$ cat src/rtl/tetris_pkg.sv
// Shared types and constants for the active-piece move controller.
// Latency: none (types and constants only).
// Backpressure: n/a.
package tetris_pkg;

  // Default playfield geometry, walls and floor included.
  localparam int GRID_ROWS = 22;
  localparam int GRID_COLS = 12;

  // Default spawn cell of a new piece.
  localparam int DEF_SPAWN_ROW = 1;
  localparam int DEF_SPAWN_COL = 5;

  // Pointer field widths on the collision and pointer ports.
  localparam int ROW_W = 5;
  localparam int COL_W = 4;

  typedef enum logic [2:0] {
    S_IDLE,
    S_SPAWN,
    S_WAIT,
    S_CHECK,
    S_COMMIT,
    S_LOCK,
    S_OVER
  } move_state_e;

  typedef enum logic [1:0] {
    KIND_SPAWN,
    KIND_DOWN,
    KIND_LEFT,
    KIND_RIGHT
  } move_kind_e;

endpackage

$ cat src/rtl/move_req_latch.sv
// Holds pending down/left/right requests and picks the next one to service.
// Latency: a pulse becomes visible on sel_vld/sel_kind one cycle after it is sampled.
// Backpressure: none; repeat pulses merge into the pending flag, nothing is queued.
//
// Ports:
//   clk, rst_n              clock, async active-low reset
//   en                      accept new pulses (low in idle / game-over)
//   grav_tick/mv_left/right request pulses
//   clr_down/left/right     drop the corresponding pending flag
//   sel_vld, sel_kind       highest-priority pending request (down > left > right)
module move_req_latch
  import tetris_pkg::*;
(
  input  logic       clk,
  input  logic       rst_n,
  input  logic       en,
  input  logic       grav_tick,
  input  logic       mv_left,
  input  logic       mv_right,
  input  logic       clr_down,
  input  logic       clr_left,
  input  logic       clr_right,
  output logic       sel_vld,
  output move_kind_e sel_kind
);

  logic pend_down;
  logic pend_left;
  logic pend_right;
  logic lr_clash;

  // Opposite moves in the same cycle cancel each other out.
  assign lr_clash = mv_left & mv_right;

  // A fresh pulse wins over a clear in the same cycle so it is never lost.
  always_ff @(posedge clk or negedge rst_n) begin
    if (!rst_n) begin
      pend_down  <= 1'b0;
      pend_left  <= 1'b0;
      pend_right <= 1'b0;
    end else begin
      pend_down  <= (pend_down  & ~clr_down)  | (en & grav_tick);
      pend_left  <= (pend_left  & ~clr_left)  | (en & mv_left  & ~lr_clash);
      pend_right <= (pend_right & ~clr_right) | (en & mv_right & ~lr_clash);
    end
  end

  always_comb begin
    sel_vld  = 1'b1;
    sel_kind = KIND_DOWN;
    if (pend_down) begin
      sel_kind = KIND_DOWN;
    end else if (pend_left) begin
      sel_kind = KIND_LEFT;
    end else if (pend_right) begin
      sel_kind = KIND_RIGHT;
    end else begin
      sel_vld = 1'b0;
    end
  end

endmodule

$ cat src/rtl/piece_move_ctrl.sv
// Sequences spawn, gravity and player moves of the active piece through the collision checker.
// Latency: request pulse to chk_req 2 cycles; chk_ack to pointer update 2 cycles.
// Backpressure: chk_req/candidate held until chk_ack; new requests wait as pending flags.
//
// Ports:
//   clk, rst_n                      clock, async active-low reset
//   start, grav_tick, mv_left/right request pulses
//   chk_req, chk_row, chk_col       candidate position sent to the collision checker
//   chk_ack, chk_blocked            checker verdict (blocked qualified by ack)
//   row_out, col_out                committed piece pointer
//   lock, newgen                    piece-lock and new-piece pulses
//   game_over, busy                 sticky end-of-game flag, sequencer activity
module piece_move_ctrl
  import tetris_pkg::*;
#(
  parameter int ROWS      = GRID_ROWS,
  parameter int COLS      = GRID_COLS,
  parameter int SPAWN_ROW = DEF_SPAWN_ROW,
  parameter int SPAWN_COL = DEF_SPAWN_COL
) (
  input  logic             clk,
  input  logic             rst_n,
  input  logic             start,
  input  logic             grav_tick,
  input  logic             mv_left,
  input  logic             mv_right,
  output logic             chk_req,
  output logic [ROW_W-1:0] chk_row,
  output logic [COL_W-1:0] chk_col,
  input  logic             chk_ack,
  input  logic             chk_blocked,
  output logic [ROW_W-1:0] row_out,
  output logic [COL_W-1:0] col_out,
  output logic             lock,
  output logic             newgen,
  output logic             game_over,
  output logic             busy
);

  localparam logic [ROW_W-1:0] ROW_LAST = ROW_W'(ROWS - 2);  // lowest row above the floor
  localparam logic [COL_W-1:0] COL_MIN  = COL_W'(1);
  localparam logic [COL_W-1:0] COL_MAX  = COL_W'(COLS - 2);
  localparam logic [ROW_W-1:0] SPAWN_R  = ROW_W'(SPAWN_ROW);
  localparam logic [COL_W-1:0] SPAWN_C  = COL_W'(SPAWN_COL);

  move_state_e      state_q, state_d;
  move_kind_e       kind_q, kind_d;
  logic [ROW_W-1:0] cand_row_d, row_d;
  logic [COL_W-1:0] cand_col_d, col_d;
  logic             req_en;
  logic             clr_down, clr_left, clr_right;
  logic             sel_vld;
  move_kind_e       sel_kind;

  assign req_en = (state_q != S_IDLE) && (state_q != S_OVER);

  move_req_latch u_req_latch (
    .clk       (clk),
    .rst_n     (rst_n),
    .en        (req_en),
    .grav_tick (grav_tick),
    .mv_left   (mv_left),
    .mv_right  (mv_right),
    .clr_down  (clr_down),
    .clr_left  (clr_left),
    .clr_right (clr_right),
    .sel_vld   (sel_vld),
    .sel_kind  (sel_kind)
  );

  // State, candidate and pointer registers. Outputs are decoded from the
  // next state so they line up with the state they describe.
  always_ff @(posedge clk or negedge rst_n) begin
    if (!rst_n) begin
      state_q   <= S_IDLE;
      kind_q    <= KIND_SPAWN;
      chk_row   <= SPAWN_R;
      chk_col   <= SPAWN_C;
      row_out   <= SPAWN_R;
      col_out   <= SPAWN_C;
      chk_req   <= 1'b0;
      lock      <= 1'b0;
      newgen    <= 1'b0;
      game_over <= 1'b0;
      busy      <= 1'b0;
    end else begin
      state_q   <= state_d;
      kind_q    <= kind_d;
      chk_row   <= cand_row_d;
      chk_col   <= cand_col_d;
      row_out   <= row_d;
      col_out   <= col_d;
      chk_req   <= (state_d == S_CHECK);
      lock      <= (state_d == S_LOCK);
      newgen    <= (state_d == S_COMMIT) && (kind_d == KIND_SPAWN);
      game_over <= (state_d == S_OVER);
      busy      <= (state_d != S_IDLE) && (state_d != S_WAIT) && (state_d != S_OVER);
    end
  end

  always_comb begin
    state_d    = state_q;
    kind_d     = kind_q;
    cand_row_d = chk_row;
    cand_col_d = chk_col;
    row_d      = row_out;
    col_d      = col_out;
    clr_down   = 1'b0;
    clr_left   = 1'b0;
    clr_right  = 1'b0;

    unique case (state_q)
      S_IDLE: begin
        if (start) state_d = S_SPAWN;
      end

      S_SPAWN: begin
        cand_row_d = SPAWN_R;
        cand_col_d = SPAWN_C;
        kind_d     = KIND_SPAWN;
        state_d    = S_CHECK;
      end

      // Edge limits are tested before the +/-1 so the candidate can never wrap.
      S_WAIT: begin
        if (sel_vld) begin
          unique case (sel_kind)
            KIND_DOWN: begin
              clr_down = 1'b1;
              if (row_out == ROW_LAST) begin
                state_d = S_LOCK;  // resting on the floor, no check needed
              end else begin
                cand_row_d = row_out + 5'd1;
                cand_col_d = col_out;
                kind_d     = KIND_DOWN;
                state_d    = S_CHECK;
              end
            end
            KIND_LEFT: begin
              clr_left = 1'b1;
              if (col_out != COL_MIN) begin
                cand_row_d = row_out;
                cand_col_d = col_out - 4'd1;
                kind_d     = KIND_LEFT;
                state_d    = S_CHECK;
              end
            end
            KIND_RIGHT: begin
              clr_right = 1'b1;
              if (col_out != COL_MAX) begin
                cand_row_d = row_out;
                cand_col_d = col_out + 4'd1;
                kind_d     = KIND_RIGHT;
                state_d    = S_CHECK;
              end
            end
            default: ;
          endcase
        end
      end

      S_CHECK: begin
        if (chk_ack) begin
          if (!chk_blocked) begin
            state_d = S_COMMIT;
          end else begin
            unique case (kind_q)
              KIND_DOWN:  state_d = S_LOCK;
              KIND_SPAWN: state_d = S_OVER;  // no room for a new piece
              default:    state_d = S_WAIT;  // sideways move refused
            endcase
          end
        end
      end

      S_COMMIT: begin
        row_d   = chk_row;
        col_d   = chk_col;
        state_d = S_WAIT;
      end

      // Sideways requests made for the old piece are meaningless for the next.
      S_LOCK: begin
        clr_left  = 1'b1;
        clr_right = 1'b1;
        state_d   = S_SPAWN;
      end

      S_OVER: ;

      default: state_d = S_IDLE;
    endcase
  end

endmodule

$ cat config.mk
export PLATFORM = sky130hd
export DESIGN_NAME = piece_move_ctrl
export DESIGN_NICKNAME = d
export VERILOG_FILES = /design/src/rtl/tetris_pkg.sv /design/src/rtl/move_req_latch.sv /design/src/rtl/piece_move_ctrl.sv
export SDC_FILE = /design/constraint.sdc
export NUM_CORES = 1
export LEC_CHECK = 0
export CAP_MARGIN = 20
export CELL_PAD_IN_SITES_DETAIL_PLACEMENT = 0
export CELL_PAD_IN_SITES_GLOBAL_PLACEMENT = 1
export CORE_ASPECT_RATIO = 1.1
export CORE_MARGIN = 8
export CORE_UTILIZATION = 35
export DETAILED_ROUTE_END_ITERATION = 7
export GPL_TIMING_DRIVEN = 0
export PLACE_DENSITY_LB_ADDON = 0.3
export SLEW_MARGIN = 20
export SYNTH_ARGS = -nofsm -noshare
export SYNTH_HDL_FRONTEND = slang
export SYNTH_SLANG_ARGS = --single-unit
export TNS_END_PERCENT = 20
$ cat constraint.sdc
create_clock -name clk -period 2.18 [get_ports clk]
set_input_delay 0.436 -clock clk [delete_from_list [all_inputs] [get_ports clk]]
set_output_delay 0.436 -clock clk [all_outputs]
set_load 0.1 [all_outputs]
==> run summary, run 1 <==
status - completed
first-pass GRT wire length - 7.369 mm
Fin Clk Skew - 0.005975 ns
DRC Markers - 0
detailed-route wire length - 4.393 mm
Die Y - 91.80 um
Worst R2R Setup Slack - 0.08 ns
ys flop type - dfrtp_1
WP buf/inv - 1
Worst EP required - 1.74 ns
type of the most critical hold path - in2async
Worst slew margin - 0.3560
largest family of logic cells by synthesized area - simple AND/OR/NAND/NOR gates
Global Route Usage Sum - 0.1187
Top Metal Used - met4
Worst EP arrival - 1.68 ns
num rows - 27
Max FO, Critical Path - 3
Compound-Gate Fraction of Synth Area - 0.1739
top achievable clock speed - 0.4725 GHz
crit path launch type - register
setup TNS - 0 ns
Setup violations, final - 0
Critical-path top delay cell - dlygate4sd2_1
Final Net Count - 234
multiplexer share of the synthesized area - 0.07734
Routability Congestion - 0.8062
final core utilization - 0.4643
Pins Over Slew Limit - 0
H-tree depth - 2
WL met2 - 2.152 mm
worst setup path start - chk_col[2]
routed vias - 1419
CP endpoint kind - output pin
CTS tree - done
CORE AREA - 0.005034 mm2
number of global-route vias before repair - 1459
vias per cell - 5.086
largest area contributor in the netlist - dfrtp_1
Post-synth EDFFs - 0
largest net degree at the start of global routing - 32
FF+latch count, synth - 31
crit-path cells - dlygate4sd2_1
initial antenna violation count - 0
Initial Util - 0.3632
Antenna Nets Post-Route - 0
CP peak stage delay - 0.86 ns
sequential-to-total area share from yosys stat - 0.4285
worst flop-to-flop path startpoint - col_out[0]
count leader, synth - dfrtp_1
R2R depth - 7
Buffers on Ports - 30
First DRT Iteration DRCs - 92
syn_nets - 195
number of fill cells in the layout - 482
number of I/O pins - 31
Mapped Cells - 181
RSZ-0062 raised after global routing - false
Remaining Overflow, GRT - 0
Slew @ Worst Pin - 0.9698 ns
ys async rst share - 1.000
Synth Warn # - 0
WL met1 - 2.044 mm
die extent in x - 84.91 um
area of the multi-input gates - 960.9 um2
clk root buf - clkbuf_8
drt wl/cell - 15.75 um
Max Buffers Root-to-Sink - 2
Storage cell area - 800.8 um2
Die ar. - 0.007794 mm2
Final min period - 2.116 ns
Hold Fails Final Rpt - 0
WL met3 - 168 um
WS Path Type - reg2out
CTS clk-pin slew, worst paths - 0.07 ns
critical path's top delay family - buffers and inverters
post-synthesis cell area - 0.001828 mm2
Adder-Cell Fraction of Synth Area - 0.04107
clock insertion delay at the later pin of the skew report - 0.28 ns
synthesized area per cell - 10.10 um2
Simple-Gate Fraction of Synth Area - 0.1930
share of layout cells above drive strength 1 - 0.2715
worst flop-to-flop path endpoint - chk_row[2]
Synth area leaders - dfrtp_1, dfstp_2, ha_1
CTS Buf Count - 5
XOR/XNOR Fraction of Synth Area - 0.03354
number of iterations in the first detailed-routing pass - 4
Post-synth top cells - dfrtp_1, nor2_1, nand2_1
Clock Sinks - 31
detailed placement HPWL - 3.253 mm
Distinct cells, synth - 51
area delta synth->final - 27.86%
Max-Cap Viols - 0
# diodes - 0
Final period util - 0.9708
Synth top area share - 0.3422
-- kinds of logic after synthesis --
logic type,after synthesis
AO/OA/AOI/OAI,44
XOR/XNOR,7
adder cells (fa/ha/maj),6
buffers and inverters,20
flip-flops,31
multiplexers,11
AND/OR/NAND/NOR,62
-- metal layers --
layer,track usage,vias to the layer above
met4,0.04309,0
met3,0.03568,2
li1,-,712
met1,0.1443,681
met2,0.1938,24
met5,0,-
-- worst max-delay path by stage --
stage,endpoint,slack (ns),cells after the start
floorplan,chk_row[2],0.02,8
global placement,col_out[1],-0.11,1
detailed placement,newgen,-0.06,7
CTS,chk_row[2],0.02,8
global route,chk_row[0],0.02,1
finish,chk_col[2],0.06,1
-- repair_timing --
action	in CTS	in global routing
setup endpoints to repair	24	7
hold buffers	0	0
gates resized for setup	30	1
pin swaps	0	1
buffers inserted	0	2
-- registers in the layout, summed over array words and instances, names as in the netlist --
signal	flops
busy	1
chk_col	4
chk_req	1
chk_row	5
col_out	4
game_over	1
kind_q	2
lock	1
newgen	1
row_out	5
state_q	3
u_req_latch.pend_down	1
u_req_latch.pend_left	1
u_req_latch.pend_right	1
-- layout by cell type (no fill, tap or decap), types with 6 or more instances in the layout --
| cell | instances |
|---|---|
| dlygate4sd2_1 | 20 |
| clkdlybuf4s50_1 | 6 |
| a21oi_1 | 12 |
| inv_1 | 7 |
| clkbuf_8 | 6 |
| nand2_1 | 14 |
| o21ai_0 | 12 |
| ha_1 | 6 |
| buf_2 | 6 |
| dfrtp_1 | 19 |
| nor2_1 | 18 |
| nand2b_1 | 6 |
-- area by class of cell --
type	count	area share
repair buffers	32	0.1237
flip-flops and latches	31	0.3426
clock inverters	2	0.01499
inverters	10	0.01606
well taps	58	0.03105
clock buffers	6	0.03533
multi-input cells	130	0.4111
plain buffers	10	0.02516
-- metrics by stage --
stage,worst slack (ns),area [um2],hold WS (ns),std cells
6_report,0.06369,2337,0.1956,279
5_1_grt,0.01703,2337,0.2539,279
4_1_cts,0.02152,2317,0.2168,277
3_5_place_dp,-0.06031,2216,0.4957,269
3_3_place_gp,-0.1101,2221,0.4845,269
2_1_floorplan,0.01516,1848,0.1404,181
Power of run 1 is not shown: default switching activity piles up to over one toggle a cycle in this logic, so the estimate is an artifact.
==> inputs of run 2 (changes only) <==
--- a/config.mk
+++ b/config.mk
@@ -10,7 +10,7 @@
 export CELL_PAD_IN_SITES_GLOBAL_PLACEMENT = 1
 export CORE_ASPECT_RATIO = 1.1
 export CORE_MARGIN = 8
-export CORE_UTILIZATION = 35
+export CORE_UTILIZATION = 41
 export DETAILED_ROUTE_END_ITERATION = 7
 export GPL_TIMING_DRIVEN = 0
 export PLACE_DENSITY_LB_ADDON = 0.3
==> run summary, run 2 (synthesized netlist as in run 1, its figures left out) <==
Worst EP arrival - 1.69 ns (about the same)
Routability Congestion - 0.8576 (+6.4%)
Initial Util - 0.4266 (+0.06341)
Pins Over Slew Limit - 0 (unchanged)
routed vias - 1441 (+1.6%)
CTS Buf Count - 5 (unchanged)
worst flop-to-flop path startpoint - col_out[0]
fin cells - 273 (-2.2%)
CP peak stage delay - 0.86 ns (about the same)
RSZ-0062 raised after global routing - true
clk root buf - clkbuf_8
WS Path Type - reg2out
largest net degree at the start of global routing - 32 (unchanged)
Hold WS - 0.1815 ns (-0.01412 ns)
commonest non-fill, non-tap cell in the layout - dlygate4sd2_1
critical path's top delay family - buffers and inverters
Critical-path top delay cell - dlygate4sd2_1
Die Y - 86.03 um (-6.3%)
detailed placement HPWL - 3.253 mm (about the same)
Max Buffers Root-to-Sink - 2 (unchanged)
area delta synth->final - 26.69%
number of iterations in the first detailed-routing pass - 4 (unchanged)
Final min period - 2.128 ns (+0.01170 ns)
status - completed
Final period util - 0.9761 (+0.005365)
vias per cell - 5.278 (+3.8%)
share of layout cells above drive strength 1 - 0.2694 (-0.002087)
Hold Fails Final Rpt - 0 (unchanged)
crit path launch type - register
Clock Sinks - 31 (unchanged)
number of global-route vias before repair - 1430 (-2.0%)
die extent in x - 79.67 um (-6.2%)
worst setup path start - chk_col[2]
detailed-route wire length - 4.278 mm (-2.6%)
num rows - 25 (-7.4%)
Cells after DPL - 265 (-1.5%)
CTS clk-pin slew, worst paths - 0.07 ns (about the same)
H-tree depth - 2 (unchanged)
Buffers on Ports - 30 (unchanged)
Fin Clk Skew - 0.006125 ns (+0.0001508 ns)
CORE AREA - 0.004285 mm2 (-15%)
setup TNS - 0 ns (unchanged)
drt wl/cell - 15.67 um (-0.48%)
clock insertion delay at the later pin of the skew report - 0.29 ns (about the same)
most frequent cells in the layout - dlygate4sd2_1, dfrtp_1, nor2_1
Global Route Usage Sum - 0.1309 (+0.01214)
WP buf/inv - 1 (unchanged)
First DRT Iteration DRCs - 54 (-41%)
Slew @ Worst Pin - 0.9786 ns (+0.008767 ns)
crit-path cells - dlygate4sd2_1
Max-Cap Viols - 0 (unchanged)
Post-CTS Setup Inserts - 0 (unchanged)
Worst slew margin - 0.3502 (-0.005822)
Remaining Overflow, GRT - 0 (unchanged)
number of I/O pins - 31 (unchanged)
CTS Hold Buffers Added - 0 (unchanged)
top achievable clock speed - 0.4699 GHz (-0.55%)
type of the most critical hold path - in2async
CP endpoint kind - output pin
Antenna Nets Post-Route - 0 (unchanged)
Die ar. - 0.006854 mm2 (-12%)
first-pass GRT wire length - 7.058 mm (-4.2%)
initial antenna violation count - 0 (unchanged)
Worst R2R Setup Slack - 0.08 ns (about the same)
Top Registers - chk_row (5), row_out (5)
Max FO, Critical Path - 3 (unchanged)
Setup violations, final - 0 (unchanged)
CTS tree - done
Final Net Count - 232 (-0.85%)
# diodes - 0 (unchanged)
Worst EP required - 1.74 ns (about the same)
DRC Markers - 0 (unchanged)
==> run 2: changes by cell type in the layout (fill, tap and decap cells not counted), sizes merged <==
| cell | previous run | this run |
|---|---|---|
| clkbuf | 8 | 9 |
| clkinvlp | 0 | 1 |
| clkinv | 1 | 0 |
| buf | 11 | 9 |
| bufinv | 1 | 0 |
==> run 2: path summary, 6_finish.rpt <==
path,endpoint,cells after the start
min in group clk,row_out[0],2
setup / recovery,chk_col[2],1
setup reg to reg,chk_row[3],8
hold / removal,chk_row[1],1
max in group asynchronous,col_out[1],1
hold reg to reg,row_out[0],2
==> run 2: metrics by stage <==
stage	setup WS, ns	cell area [um2]	util
final	0.05200	2316	0.5404
after global routing	-0.001536	2316	0.5404
after CTS	0.008453	2293	0.5352
after detailed placement	-0.04590	2211	0.5159
after global placement	-0.05361	2216	0.5171
after floorplan	0.01516	1848	-
==> run 2: per-layer routing <==
metal  vias up  share of wire  global-route usage
met5         -              0                   0
met4         0          0.017             0.05396
met3         8          0.065             0.04393
met2        33           0.47              0.2047
met1       693           0.44              0.1590
li1        707              -                   -
==> run 2: cell type report <==
cell class / instances / area (um2)
fillers: 381 / 1969
multi-input cells: 130 / 973.4
flip-flops and latches: 31 / 800.8
repair buffers: 30 / 274.0
clock buffers: 7 / 96.34
well taps: 54 / 67.56
plain buffers: 10 / 58.81
inverters: 10 / 37.54
clock inverters: 1 / 7.507
==> run 2: what timing repair did <==
item                       4_1_cts  5_1_grt
pin swaps                        0        2
setup endpoints to repair       23        7
resized for setup               29        4
gates cloned                     0        0
Power of run 2 is left out for the same reason.
==> RTL change (flow settings as in run 1) <==
The package constant `COL_W` goes from 4 to 5.
--- a/src/rtl/tetris_pkg.sv
+++ b/src/rtl/tetris_pkg.sv
@@ -13,7 +13,7 @@
 
   // Pointer field widths on the collision and pointer ports.
   localparam int ROW_W = 5;
-  localparam int COL_W = 4;
+  localparam int COL_W = 5;
 
   typedef enum logic [2:0] {
     S_IDLE,
Interface: changed (resized chk_col and col_out); port bits go from 31 to 33. No check against the original RTL was run, so the function may have changed too.
==> RTL change against run 1 <==
Synthesized area is 7.7% higher; worst hold slack got worse by 0.16 ns; sequential share of layout area fell by 0.53 points; setup slack worse by 0.0082 ns; non-clock buffer count stayed put; routed wire length grew 7.1%; sequential cell count grew 2; count of clock-buffer cells in the layout is 1 higher; cell area grew 7.3%; largest cell class unchanged.
Power is left out: the tool's default activity adds up to more than one toggle a clock period on the data nets, which glitch-free logic cannot reach.
==> RTL change: results (changes against run 1) <==
Layout cell share with drive strength beyond 1: 0.2634 (was 0.2715)
Largest net degree at the start of global routing: 24 (was 32)
Initial DRC Count: 87 (was 92)
XOR/XNOR share of the synthesized area: 0.03560 (was 0.03354)
Post-synthesis adder-cell area fraction: 0.03814 (was 0.04107)
Synth top cells by count: 27 x dfrtp_1, 17 x nand2_1, 11 x mux2_2 (was 25 x dfrtp_1, 18 x nor2_1, 15 x nand2_1)
Reg2reg end: chk_row[4] (was chk_row[2])
DP Cell Count: 291 (was 269)
Dpl hpwl: 3454 microns (was 3253 microns)
Post-synth top area share: 0.3433 (was 0.3422)
Critical Path Fanout Max: 2 (was 3)
Worst reg2reg path depth: 5 (was 7)
Synth Area in Compound Gates: 0.1430 (was 0.1739)
Status: completed (unchanged)
Global Route Usage Sum: 0.1233 (was 0.1187)
Vias in the first global route: 1,621 (was 1,459)
Max Clock Skew: 0.004346 ns (was 0.005975 ns)
Finished Layout Cells: 299 (was 279)
Sequential fraction of the synthesis area: 0.4234 (was 0.4285)
Minimum clock period: 2.125 ns (was 2.116 ns)
Setup crit start: col_out[2] (was chk_col[2])
Slew headroom: 0.3558 (was 0.3560)
Post-synthesis net count: 197 (was 195)
Post-DR vias/cell: 5.050 (was 5.086)
Syn Inst Count: 183 (was 181)
WHS: 0.03315 ns (was 0.1956 ns)
RTL change: cell types whose count changed after synthesis, moves of 3 or more:
cell and change:
nand3_1 +5, mux2_4 -5, nor2_1 -11, a21oi_1 -7
mux2_2 +6, o22ai_1 +3, mux2i_1 +6, o221ai_1 -3
xnor2_1 +3, o21ai_0 -5
RTL change: metal layers:
metal  GRT usage  up-vias  share of wire
li1            -      738              -
met1      0.1468      737           0.47
met2      0.2048       28           0.47
met3     0.03823        7          0.041
met4     0.04304        0          0.013
met5           0        -              0
RTL change: cell type report:
type	count	share of cell area
timing repair buffer	33	0.1267
multi-input combinational	131	0.4242
sequential	33	0.3373
inverter	10	0.01497
clock inverter	1	0.001996
buffer	9	0.01896
tap	75	0.03743
clock buffer	7	0.03842
RTL change: repair_timing:
| item | 4_1_cts | 5_1_grt |
|---|---|---|
| gates resized for setup | 27 | 5 |
| endpoints found under the setup margin | 25 | 9 |
| setup buffers | 0 | 0 |
| pin swaps | 0 | 1 |
| gates cloned | 0 | 0 |
